File: src/rtl/fir_chan_sched_pkg.sv
`default_nettype none
// ============================================================================
//  Module      : fir_sched_pkg
//  Description : Shared constants, state encoding, coefficient table and the
//                output scaling helper for the multi-channel FIR scheduler.
//                Optional macro: FIR_CHAN_SCHED_SAT_EN (saturating rounding).
//  Revision    : 1.0  initial release
// ============================================================================
package fir_sched_pkg;

  localparam int TAPS_C = 11;
  localparam int COEF_W = 16;
  localparam int ACC_W  = 36;

  // Symmetric low-pass taps, Q1.15.
  localparam logic signed [COEF_W-1:0] COEF [TAPS_C] = '{
    16'hFF78, 16'hFE73, 16'hFFA9, 16'h0BBC, 16'h2092, 16'h2B86,
    16'h2092, 16'h0BBC, 16'hFFA9, 16'hFE73, 16'hFF78
  };

  typedef enum logic [1:0] {
    IDLE = 2'd0,
    MAC  = 2'd1,
    RND  = 2'd2,
    OUT  = 2'd3
  } state_e;

  // Reduce the Q2.30-aligned accumulator to a Q1.15 sample (floor).
  function automatic logic [COEF_W-1:0] scale_acc(input logic signed [ACC_W-1:0] acc);
    logic [COEF_W-1:0] r;
`ifdef FIR_CHAN_SCHED_SAT_EN
    if (acc > 36'sh0_3FFF_FFFF) begin
      r = 16'h7FFF;
    end else if (acc < -36'sh0_4000_0000) begin
      r = 16'h8000;
    end else begin
      r = acc[30:15];
    end
`else
    r = acc[30:15];
`endif
    return r;
  endfunction

endpackage
`default_nettype wire

File: src/rtl/fir_chan_sched_if.sv
`default_nettype none
// ============================================================================
//  Module      : fir_chan_sched_if
//  Description : Sample request / result handshake bundle between the ADC
//                front end, the FIR scheduler and the downstream decimators.
//  Revision    : 1.0  initial release
// ============================================================================
interface fir_chan_sched_if #(
  parameter int NCH = 4,
  parameter int DW  = 16
);
  localparam int CHW = (NCH > 1) ? $clog2(NCH) : 1;

  logic [NCH-1:0]    in_valid;
  logic [NCH*DW-1:0] in_data;
  logic [NCH-1:0]    in_ready;
  logic              flush;
  logic              out_valid;
  logic [DW-1:0]     out_data;
  logic [CHW-1:0]    out_ch;
  logic              out_ready;
  logic              busy;

  modport master (
    output in_valid, in_data, flush, out_ready,
    input  in_ready, out_valid, out_data, out_ch, busy
  );

  modport slave (
    input  in_valid, in_data, flush, out_ready,
    output in_ready, out_valid, out_data, out_ch, busy
  );
endinterface
`default_nettype wire

File: src/rtl/fir_chan_sched_rr_arbiter.sv
`default_nettype none
// ============================================================================
//  Module      : rr_arbiter
//  Description : Combinational round-robin picker. Searches upward from ptr,
//                wrapping at NCH, and returns a one-hot grant and its index.
//  Revision    : 1.0  initial release
// ============================================================================
module rr_arbiter #(
  parameter int NCH = 4,
  parameter int CHW = 2
) (
  input  wire logic [NCH-1:0] req,
  input  wire logic [CHW-1:0] ptr,
  output logic      [NCH-1:0] grant,
  output logic      [CHW-1:0] grant_idx,
  output logic                grant_any
);

  localparam int CW1 = CHW + 1;

  logic [CHW:0] cand;

  // First requester at or after ptr wins; one extra bit absorbs the wrap.
  always_comb begin
    grant     = '0;
    grant_idx = '0;
    grant_any = 1'b0;
    cand      = '0;
    for (int i = 0; i < NCH; i++) begin
      cand = {1'b0, ptr} + CW1'(i);
      if (cand >= CW1'(NCH)) begin
        cand = cand - CW1'(NCH);
      end
      if (!grant_any && req[cand[CHW-1:0]]) begin
        grant_any                = 1'b1;
        grant_idx                = cand[CHW-1:0];
        grant[cand[CHW-1:0]]     = 1'b1;
      end
    end
  end

endmodule
`default_nettype wire

File: src/rtl/fir_chan_sched.sv
`default_nettype none
// ============================================================================
//  Module      : fir_chan_sched
//  Description : Shares one serial 11-tap FIR MAC among NCH channels. Each
//                channel owns its delay line; requests are served round-robin
//                and every accepted sample yields one tagged output.
//                Optional macro: FIR_CHAN_SCHED_SAT_EN (saturate in RND).
//  Revision    : 1.0  initial release
// ============================================================================
module fir_chan_sched
  import fir_sched_pkg::*;
#(
  parameter int NCH  = 4,
  parameter int TAPS = 11,
  parameter int DW   = 16
) (
  input wire logic         clk,
  input wire logic         reset_p,
  fir_chan_sched_if.slave  bus
);

  localparam int CHW = (NCH > 1) ? $clog2(NCH) : 1;
  localparam int TW  = $clog2(TAPS);
  localparam int PW  = 2 * DW;

  state_e                  state_q, state_d;
  logic signed [ACC_W-1:0] acc_q, acc_d;
  logic [TW-1:0]           t_q, t_d;
  logic [CHW-1:0]          cur_ch_q, cur_ch_d;
  logic [CHW-1:0]          rr_ptr_q, rr_ptr_d;
  logic signed [DW-1:0]    h_q [NCH][TAPS];
  logic signed [DW-1:0]    h_d [NCH][TAPS];
  logic                    out_valid_q, out_valid_d;
  logic [DW-1:0]           out_data_q, out_data_d;
  logic [CHW-1:0]          out_ch_q, out_ch_d;

  logic [NCH-1:0]          grant_w;
  logic [CHW-1:0]          grant_idx_w;
  logic                    grant_any_w;
  logic [NCH-1:0]          in_ready_w;
  logic                    take_w;
  logic signed [DW-1:0]    coef_w;
  logic signed [DW-1:0]    tap_w;
  logic signed [PW-1:0]    prod_w;

  rr_arbiter #(
    .NCH (NCH),
    .CHW (CHW)
  ) u_arb (
    .req       (bus.in_valid),
    .ptr       (rr_ptr_q),
    .grant     (grant_w),
    .grant_idx (grant_idx_w),
    .grant_any (grant_any_w)
  );

  // Grants are only offered while idle and never during flush or reset.
  always_comb begin
    in_ready_w = '0;
    if (state_q == IDLE && !bus.flush && !reset_p && grant_any_w) begin
      in_ready_w = grant_w;
    end
    take_w = |(bus.in_valid & in_ready_w);
  end

  // One tap product per MAC cycle, taken from the channel being served.
  always_comb begin
    coef_w = COEF[t_q];
    tap_w  = h_q[cur_ch_q][t_q];
    prod_w = coef_w * tap_w;
  end

  // Next-state logic for the sequencer, delay lines and result registers.
  always_comb begin
    state_d     = state_q;
    acc_d       = acc_q;
    t_d         = t_q;
    cur_ch_d    = cur_ch_q;
    rr_ptr_d    = rr_ptr_q;
    h_d         = h_q;
    out_valid_d = out_valid_q;
    out_data_d  = out_data_q;
    out_ch_d    = out_ch_q;

    case (state_q)
      IDLE: begin
        if (take_w) begin
          for (int t = TAPS - 1; t > 0; t--) begin
            h_d[grant_idx_w][t] = h_q[grant_idx_w][t-1];
          end
          h_d[grant_idx_w][0] = bus.in_data[grant_idx_w*DW +: DW];
          acc_d    = '0;
          t_d      = '0;
          cur_ch_d = grant_idx_w;
          rr_ptr_d = (grant_idx_w == CHW'(NCH - 1)) ? '0 : grant_idx_w + CHW'(1);
          state_d  = MAC;
        end
      end
      MAC: begin
        acc_d = acc_q + {{(ACC_W-PW){prod_w[PW-1]}}, prod_w};
        if (t_q == TW'(TAPS - 1)) begin
          t_d     = '0;
          state_d = RND;
        end else begin
          t_d = t_q + TW'(1);
        end
      end
      RND: begin
        out_data_d  = scale_acc(acc_q);
        out_ch_d    = cur_ch_q;
        out_valid_d = 1'b1;
        state_d     = OUT;
      end
      OUT: begin
        if (out_valid_q && bus.out_ready) begin
          out_valid_d = 1'b0;
          state_d     = IDLE;
        end
      end
      default: state_d = IDLE;
    endcase

    // Flush wins over everything, including a result waiting in OUT.
    if (bus.flush) begin
      state_d     = IDLE;
      acc_d       = '0;
      t_d         = '0;
      cur_ch_d    = '0;
      rr_ptr_d    = '0;
      out_valid_d = 1'b0;
      for (int g = 0; g < NCH; g++) begin
        for (int t = 0; t < TAPS; t++) begin
          h_d[g][t] = '0;
        end
      end
    end
  end

  // State register bank; reset clears everything including all histories.
  always_ff @(posedge clk or posedge reset_p) begin
    if (reset_p) begin
      state_q     <= IDLE;
      acc_q       <= '0;
      t_q         <= '0;
      cur_ch_q    <= '0;
      rr_ptr_q    <= '0;
      out_valid_q <= 1'b0;
      out_data_q  <= '0;
      out_ch_q    <= '0;
      for (int g = 0; g < NCH; g++) begin
        for (int t = 0; t < TAPS; t++) begin
          h_q[g][t] <= '0;
        end
      end
    end else begin
      state_q     <= state_d;
      acc_q       <= acc_d;
      t_q         <= t_d;
      cur_ch_q    <= cur_ch_d;
      rr_ptr_q    <= rr_ptr_d;
      out_valid_q <= out_valid_d;
      out_data_q  <= out_data_d;
      out_ch_q    <= out_ch_d;
      h_q         <= h_d;
    end
  end

  assign bus.in_ready  = in_ready_w;
  assign bus.out_valid = out_valid_q;
  assign bus.out_data  = out_data_q;
  assign bus.out_ch    = out_ch_q;
  assign bus.busy      = (state_q != IDLE);

endmodule
`default_nettype wire

File: src/flat_wrapper.sv
// flat-port wrapper written by rule: the top's interface ports become plain ports
module fir_chan_sched_flat import fir_sched_pkg::*;
#(
  parameter int NCH  = 4,
  parameter int TAPS = 11,
  parameter int DW   = 16
)
  (clk, reset_p, bus_in_valid, bus_in_data, bus_flush, bus_out_ready, bus_in_ready, bus_out_valid, bus_out_data, bus_out_ch, bus_busy);
  fir_chan_sched_if #(.NCH(NCH), .DW(DW)) bus_i ();
  input wire logic clk;
  input wire logic reset_p;
  input wire logic [$bits(bus_i.in_valid)-1:0] bus_in_valid;
  input wire logic [$bits(bus_i.in_data)-1:0] bus_in_data;
  input wire logic [$bits(bus_i.flush)-1:0] bus_flush;
  input wire logic [$bits(bus_i.out_ready)-1:0] bus_out_ready;
  output wire logic [$bits(bus_i.in_ready)-1:0] bus_in_ready;
  output wire logic [$bits(bus_i.out_valid)-1:0] bus_out_valid;
  output wire logic [$bits(bus_i.out_data)-1:0] bus_out_data;
  output wire logic [$bits(bus_i.out_ch)-1:0] bus_out_ch;
  output wire logic [$bits(bus_i.busy)-1:0] bus_busy;
  assign bus_i.in_valid = bus_in_valid;
  assign bus_i.in_data = bus_in_data;
  assign bus_i.flush = bus_flush;
  assign bus_i.out_ready = bus_out_ready;
  assign bus_in_ready = bus_i.in_ready;
  assign bus_out_valid = bus_i.out_valid;
  assign bus_out_data = bus_i.out_data;
  assign bus_out_ch = bus_i.out_ch;
  assign bus_busy = bus_i.busy;
  fir_chan_sched #(.NCH(NCH), .TAPS(TAPS), .DW(DW)) u_core (.clk(clk), .reset_p(reset_p), .bus(bus_i));
endmodule
File: config.mk
export PLATFORM = sky130hd
export DESIGN_NAME = fir_chan_sched_flat
export DESIGN_NICKNAME = d
export VERILOG_FILES = /design/src/rtl/fir_chan_sched_pkg.sv /design/src/rtl/fir_chan_sched_if.sv /design/src/rtl/fir_chan_sched_rr_arbiter.sv /design/src/rtl/fir_chan_sched.sv /design/src/flat_wrapper.sv
export SDC_FILE = /design/constraint.sdc
export NUM_CORES = 2
export LEC_CHECK = 0
export BUFFER_PORTS_ARGS = -buffer_cell sky130_fd_sc_hd__buf_2
export CAP_MARGIN = 20
export CORE_AREA = 3 3 301 303
export CTS_CLUSTER_SIZE = 28
export DETAILED_ROUTE_END_ITERATION = 8
export DIE_AREA = 0 0 304 306
export GPL_ROUTABILITY_DRIVEN = 0
export PLACE_DENSITY = 0.76
export RECOVER_POWER = 50
export SKIP_LAST_GASP = 1
export SLEW_MARGIN = 20
export SYNTH_ARGS = -nofsm -noshare
export SYNTH_HDL_FRONTEND = slang
export SYNTH_HIERARCHICAL = 1
export SYNTH_SLANG_ARGS = --single-unit
File: constraint.sdc
create_clock -name clk -period 42.9 [get_ports clk]
set_input_delay 4.29 -clock clk [delete_from_list [all_inputs] [get_ports clk]]
set_output_delay 4.29 -clock clk [all_outputs]
set_load 0.02 [all_outputs]
======== Word-level counts from Yosys, hierarchy flattened ========
Memory sizes are Yosys's and may differ from the RTL's.
Index checks and enable logic that the tools add are counted.
cells by class
  $add $sub $neg .......................... 10
  $mul .................................... 1
  order comparisons ....................... 16
  equality and inequality tests ........... 8
  shift operators ......................... 1
  muxes and demuxes ....................... 102
  bitwise logic cells ..................... 7
  reduce and logical (&&, ||, !) cells .... 28
operators by type and width
  kind                                         number
  bitwise mux 704 bit                          11
  demux 176 bit (select 2 bit)                 11
  two-way mux 704 bit                          3
  two-way mux 176 bit                          5
  binary-select mux 176 bit (select 2 bit)     2
  two-way mux 160 bit                          1
  two-way mux 144 bit                          1
  two-way mux 128 bit                          1
  two-way mux 112 bit                          1
  two-way mux 96 bit                           1
  two-way mux 16 bit                           5
  two-way mux 80 bit                           1
  two-way mux 36 bit                           2
  case mux 36 bit (2 select lines)             1
  binary-select mux 16 bit (select 4 bit)      1
  two-way mux 64 bit                           1
  indexed part select 64 x 7 -> 16 bit         1
  two-way mux 48 bit                           1
  two-way mux 2 bit                            19
  adder 36 bit                                 1
  multiplier 16 x 16 -> 32 bit                 1
  two-way mux 32 bit                           1
  two-way mux 4 bit                            8
  >= comparator 3 bit (second input constant)  5
  other kinds (32)                             88
storage, ports and cells
  bits in registers ....................... 769
  bits in read-only memories .............. 256
  output and inout bits ................... 24
  memories kept ........................... 1
memory list
  memory           depth  bits a word  read ports  clocked after memory_dff  wr ports  line                  source
  (no name shown)  16     16           1           0                         0         fir_chan_sched.sv:68  coef_w = COEF[t_q];

======== Depth between registers and ports, before layout ========
  word-level depth ........................ 33
  mapped depth ............................ 44
  gate-level depth less buffers ........... 39

======== Modules after synthesis ========
Netlist, hierarchy kept.
by module, submodules not included
  module          times used  cells each  area each (µm²)  sequential area each (µm²)
  fir_chan_sched  1           5,088       52,351.5         19,118.3
  rr_arbiter      1           45          419.2            0.0

======== Worst setup path after synthesis ========
Ideal clock, no wire load.
  kind .................................... input -> output
  from .................................... input port bus_in_valid[2]
  to ...................................... output port bus_in_ready[1]
  arrival ................................. 5,664 ps
  setup slack ............................. 32,946 ps
  stages on the path ...................... 6
  buffers on the path ..................... 1
  cells stage by stage .................... mux4_2 buf_6 nor4b_4 a22oi_1 o21ai_0 and2_1
between the ends
  elaborated cells on any way between the ends .. 27
  those cells by class .................... mux (17); bitwise (3); reduce/logical (7)
RTL lines
  element                                  line                             source
  from (decl)                              flat_wrapper.sv:12               input wire logic [$bits(bus_i.in_valid)-1:0] bus_in_valid;
  binary-select mux 1 bit (select 2 bit)   fir_chan_sched_rr_arbiter.sv:34  if (!grant_any && req[cand[CHW-1:0]]) begin
  two-way mux 1 bit (not written as such)  fir_chan_sched_rr_arbiter.sv:34
  two-way mux 1 bit                        fir_chan_sched_rr_arbiter.sv:34
  zero test 1 bit                          fir_chan_sched_rr_arbiter.sv:34
  logical AND 1 bit                        fir_chan_sched_rr_arbiter.sv:34
  two-way mux 1 bit                        fir_chan_sched_rr_arbiter.sv:34
  zero test 1 bit                          fir_chan_sched_rr_arbiter.sv:34
  logical AND 1 bit                        fir_chan_sched_rr_arbiter.sv:34
  two-way mux 1 bit                        fir_chan_sched_rr_arbiter.sv:34
  zero test 1 bit                          fir_chan_sched_rr_arbiter.sv:34
  logical AND 1 bit                        fir_chan_sched_rr_arbiter.sv:34
  two-way mux 4 bit *                      fir_chan_sched_rr_arbiter.sv:34
  via u_core.grant_w[1]                    fir_chan_sched.sv:37             logic [NCH-1:0] grant_w;
  two-way mux 4 bit *                      fir_chan_sched.sv:60             if (state_q == IDLE && !bus.flush && !reset_p && grant_any_w) begin
  to (decl)                                flat_wrapper.sv:16               output wire logic [$bits(bus_i.in_ready)-1:0] bus_in_ready;
Mark *: on every way through the listed nets, which the timed path passes. The rest lies on a longest branch. The select of a mux whose other input is x is not followed.

==> results.py <==
metrics = {
    "floorplanning": {
        "die-area_um2": 93020,
        "core_um2": 88240,
        "start_util": 0.5980,
        "rows": 109,
        "die_w_um": 304,
        "fp.dieH_um": 306,
        "ios": 96,
    },
    "placement": {
        "io_buffers": 95,
        "dp_slack_ps": 30670,
        "hpwl_mm": 81.32,
    },
    "pwr": {
        "power_switching_mw": 1.063,
        "seqPwrFrac": 0.273,
        "p_int_mw": 1.699,
        "p_leak_nw": 27.86,
        "switching_share": 0.3847,
        "p_comb_frac": 0.447,
        "ir_worst_vdd_mv": 0.06484,
        "p_per_area_nw_per_um2": 49.01,
        "p_clk_frac": 0.281,
    },
    "logic_synthesis": {
        "ys_async_sr_fraction": 1.000,
        "ys.flop_type": "dfrtp_1",
        "yosys.area.top_type_share": 0.3623,
        "synth-edff-count": 0,
        "synth.distinct_cells": 69,
        "synth_seq_cells": 764,
        "synthCells": 5133,
        "syn_area_per_cell_um2": 10.28,
        "yosysSeqAreaShare": 0.3623,
        "syn_nets": 5588,
        "synth-warning-count": 6,
        "syn-cell-area_um2": 52770,
        "synthTopCellsByArea": "dfrtp_1 36%, mux4_2 16%, nand2_1 11%",
        "synth_top_cell_by_area": "dfrtp_1",
    },
    "clock_network": {
        "root_buffer": "clkbuf_16",
        "post_cts_buffers": 0,
        "insertion_delay_ps": 670,
        "postCtsHoldBufs": 0,
        "tritoncts": "done",
        "cts_buffers": 84,
        "clockBufferDepth": 3,
        "h-tree-depth": 3,
        "cts_sinks": 764,
        "ctsResizeCount": 0,
        "path_clk_slew_ps": 60,
    },
    "finish": {
        "diodes": 0,
        "nFillCells": 6749,
        "nets": 5453,
        "final_layout_size_suffix_gt1_frac": 0.1374,
        "area_delta_synth_final_pct": 6.798,
    },
    "timing": {
        "finalSetupViolCount": 0,
        "finClkSkew_ps": 62.29,
        "fin_tns_setup_ps": 0,
        "timing.final.crit_share": 0.4605,
        "worstMarginPinSlew_ps": 9283,
        "drv_slew": 1075,
        "period_minus_slack_ps": 19760,
        "relSlewSlack": -5.189,
        "rsz0062_at_grt": "no",
        "hold_violations": 0,
        "worst_slack_ps": 23140,
        "timing.hold.ws_ps": 488.8,
        "max_freq_mhz": 50.62,
    },
    "worst_setup_path": {
        "crit_type": "in -> async",
        "r2r.worst_path.cells": 34,
        "crit_arrival_ps": 16800,
        "path_cells": "clkbuf_1, clkinvlp_2, clkbuf_1, clkbuf_1",
        "cp.required_ps": 39950,
        "critPathLaunch": "reset_p",
        "worstSetupStartpointType": "input pin",
        "max_stage_delay_ps": 6660,
        "rrSetupSlack_ps": 28420,
        "timing.rr.start": "u_core/cur_ch_q[1]",
        "crit_family": "buffers and inverters",
        "r2r-end": "u_core/acc_q[29]",
        "critical_path.max_fanout": 177,
        "cp_num_buf_inv": 4,
        "endpoint_kind": "async pin",
        "path_common_cell": "clkbuf_1",
        "cp_slowest_cell": "clkbuf_1",
    },
    "run": {
        "drv_cap": 11,
    },
    "route": {
        "drc": 0,
        "vias": 38990,
        "ant_nets": 0,
        "via_per_inst": 6.266,
        "wirelength_mm": 135.8,
        "post_drt_wl_per_cell_um": 21.83,
        "first_pass_iters": 6,
        "drtIter0Drc": 3889,
    },
    "grt": {
        "grt_overflow_total": 0,
        "grt.total_usage": 0.2960,
        "grt_pass1_wl_mm": 223.2,
        "grt_pass1_vias": 40720,
        "antenna_found_initial": 1,
        "grt_max_degree": 282,
    },
    "hold_path": {
        "min_from": "u_core/acc_q[2]",
        "hold_path_end": "u_core/acc_q[2]",
        "hold_class": "reg -> reg",
        "hold_depth": 2,
    },
    "outcome": {
        "violations": "max-capacitance violations, max-slew violations",
        "status": "finished with violations",
    },
}
-- area by class of cell --
cell class,instances,area (µm²),share of cell area
multi-input cells,3661,30670,0.5441
clock inverters,33,585.6,0.01039
well taps,1165,1458,0.02586
clock buffers,113,2374,0.04212
repair buffers,151,880.8,0.01563
inverters,336,1265,0.02245
flip-flops and latches,764,19130,0.3394
-- per-stage QoR --
stage / std cells / utilization / power (mW) / area (µm²)
finish: 6223 / 0.6387 / 2.762 / 56360
global route: 6223 / 0.6387 / 2.965 / 56360
CTS: 6223 / 0.6400 / 2.777 / 56480
detailed placement: 6077 / 0.6065 / 1.999 / 53520
global placement: 6077 / 0.6065 / 1.967 / 53520
floorplan: 5133 / - / 1.732 / 52770
-- logic make-up (layout without fill, tap and decap cells) --
logic type / count (synthesis) / count (layout) / share of synthesized area
and+or+nand+nor: 2511 / 2511 / 0.2349
buffers and inverters: 708 / 633 / 0.05790
AOI/OAI and AO/OA: 266 / 266 / 0.03258
adders and majority gates: 383 / 383 / 0.1262
DFF: 764 / 764 / 0.3623
muxes: 437 / 437 / 0.1755
xor gates and xnor gates: 64 / 64 / 0.01062
-- metal layers --
metal / track usage / wire [µm] / vias to the layer above
li1: - / - / 17080
met1: 0.4019 / 54200 / 19880
met2: 0.4931 / 67190 / 1716
met3: 0.04131 / 9655 / 323
met4: 0.1090 / 4799 / 0
met5: 0 / 0 / -
-- placed cells by master, fill, tap and decap left out, types with 20 or more instances in the layout --
cell / count
nand2b_1: 31
ha_1: 134
dfrtp_1: 761
buf_4: 42
mux2_2: 20
clkbuf_16: 86
xor2_1: 30
xnor2_1: 34
nand3b_1: 705
inv_1: 329
fa_1: 249
nand2_1: 1559
o21ai_0: 64
mux2i_1: 29
nor2_1: 121
buf_2: 73
mux4_2: 386
a21oi_1: 63
a21o_1: 22
clkbuf_1: 47
and2_1: 22
-- registers in the layout (all words and copies together), names as in the netlist --
| signal | cells |
|---|---|
| u_core/h_q | 704 |
| u_core/acc_q | 31 |
| u_core/bus.out_data | 16 |
| u_core/t_q | 4 |
| u_core/bus.out_ch | 2 |
| u_core/cur_ch_q | 2 |
| u_core/rr_ptr_q | 2 |
| u_core/state_q | 2 |
| u_core/bus.out_valid | 1 |
-- worst min-delay path: cells and delay by family (launching register included) --
kind             cells  cell delay, ps
AO/OA/AOI/OAI        1              60
AND/OR/NAND/NOR      1              50
flip-flops           1             350
-- cell usage after synthesis, drive strengths merged (31+ instances only) --
master,number
a21oi,67
fa,249
clkbuf,149
xnor2,34
mux4,388
buf,223
nand2,1563
o21ai,77
ha,134
inv,335
nand3b,705
nand2b,31
dfrtp,764
nor2,122
-- worst max-delay path by stage --
stage / depth (start not counted) / to
2_1_floorplan: 1 / u_core/acc_q[0]
3_3_place_gp: 37 / u_core/acc_q[29]
3_5_place_dp: 37 / u_core/acc_q[29]
4_1_cts: 37 / u_core/acc_q[29]
5_1_grt: 4 / u_core/cur_ch_q[1]
6_report: 4 / u_core/cur_ch_q[1]
-- power by group through the flow --
stage	logic (mW)	clock network, mW	registers (mW)
finish	1.23	0.775	0.753
global route	1.39	0.817	0.755
CTS	1.24	0.784	0.753
detailed placement	1.23	0	0.766
global placement	1.20	0	0.765
floorplan	0.969	0	0.763
(Power assumes the default switching activity.)
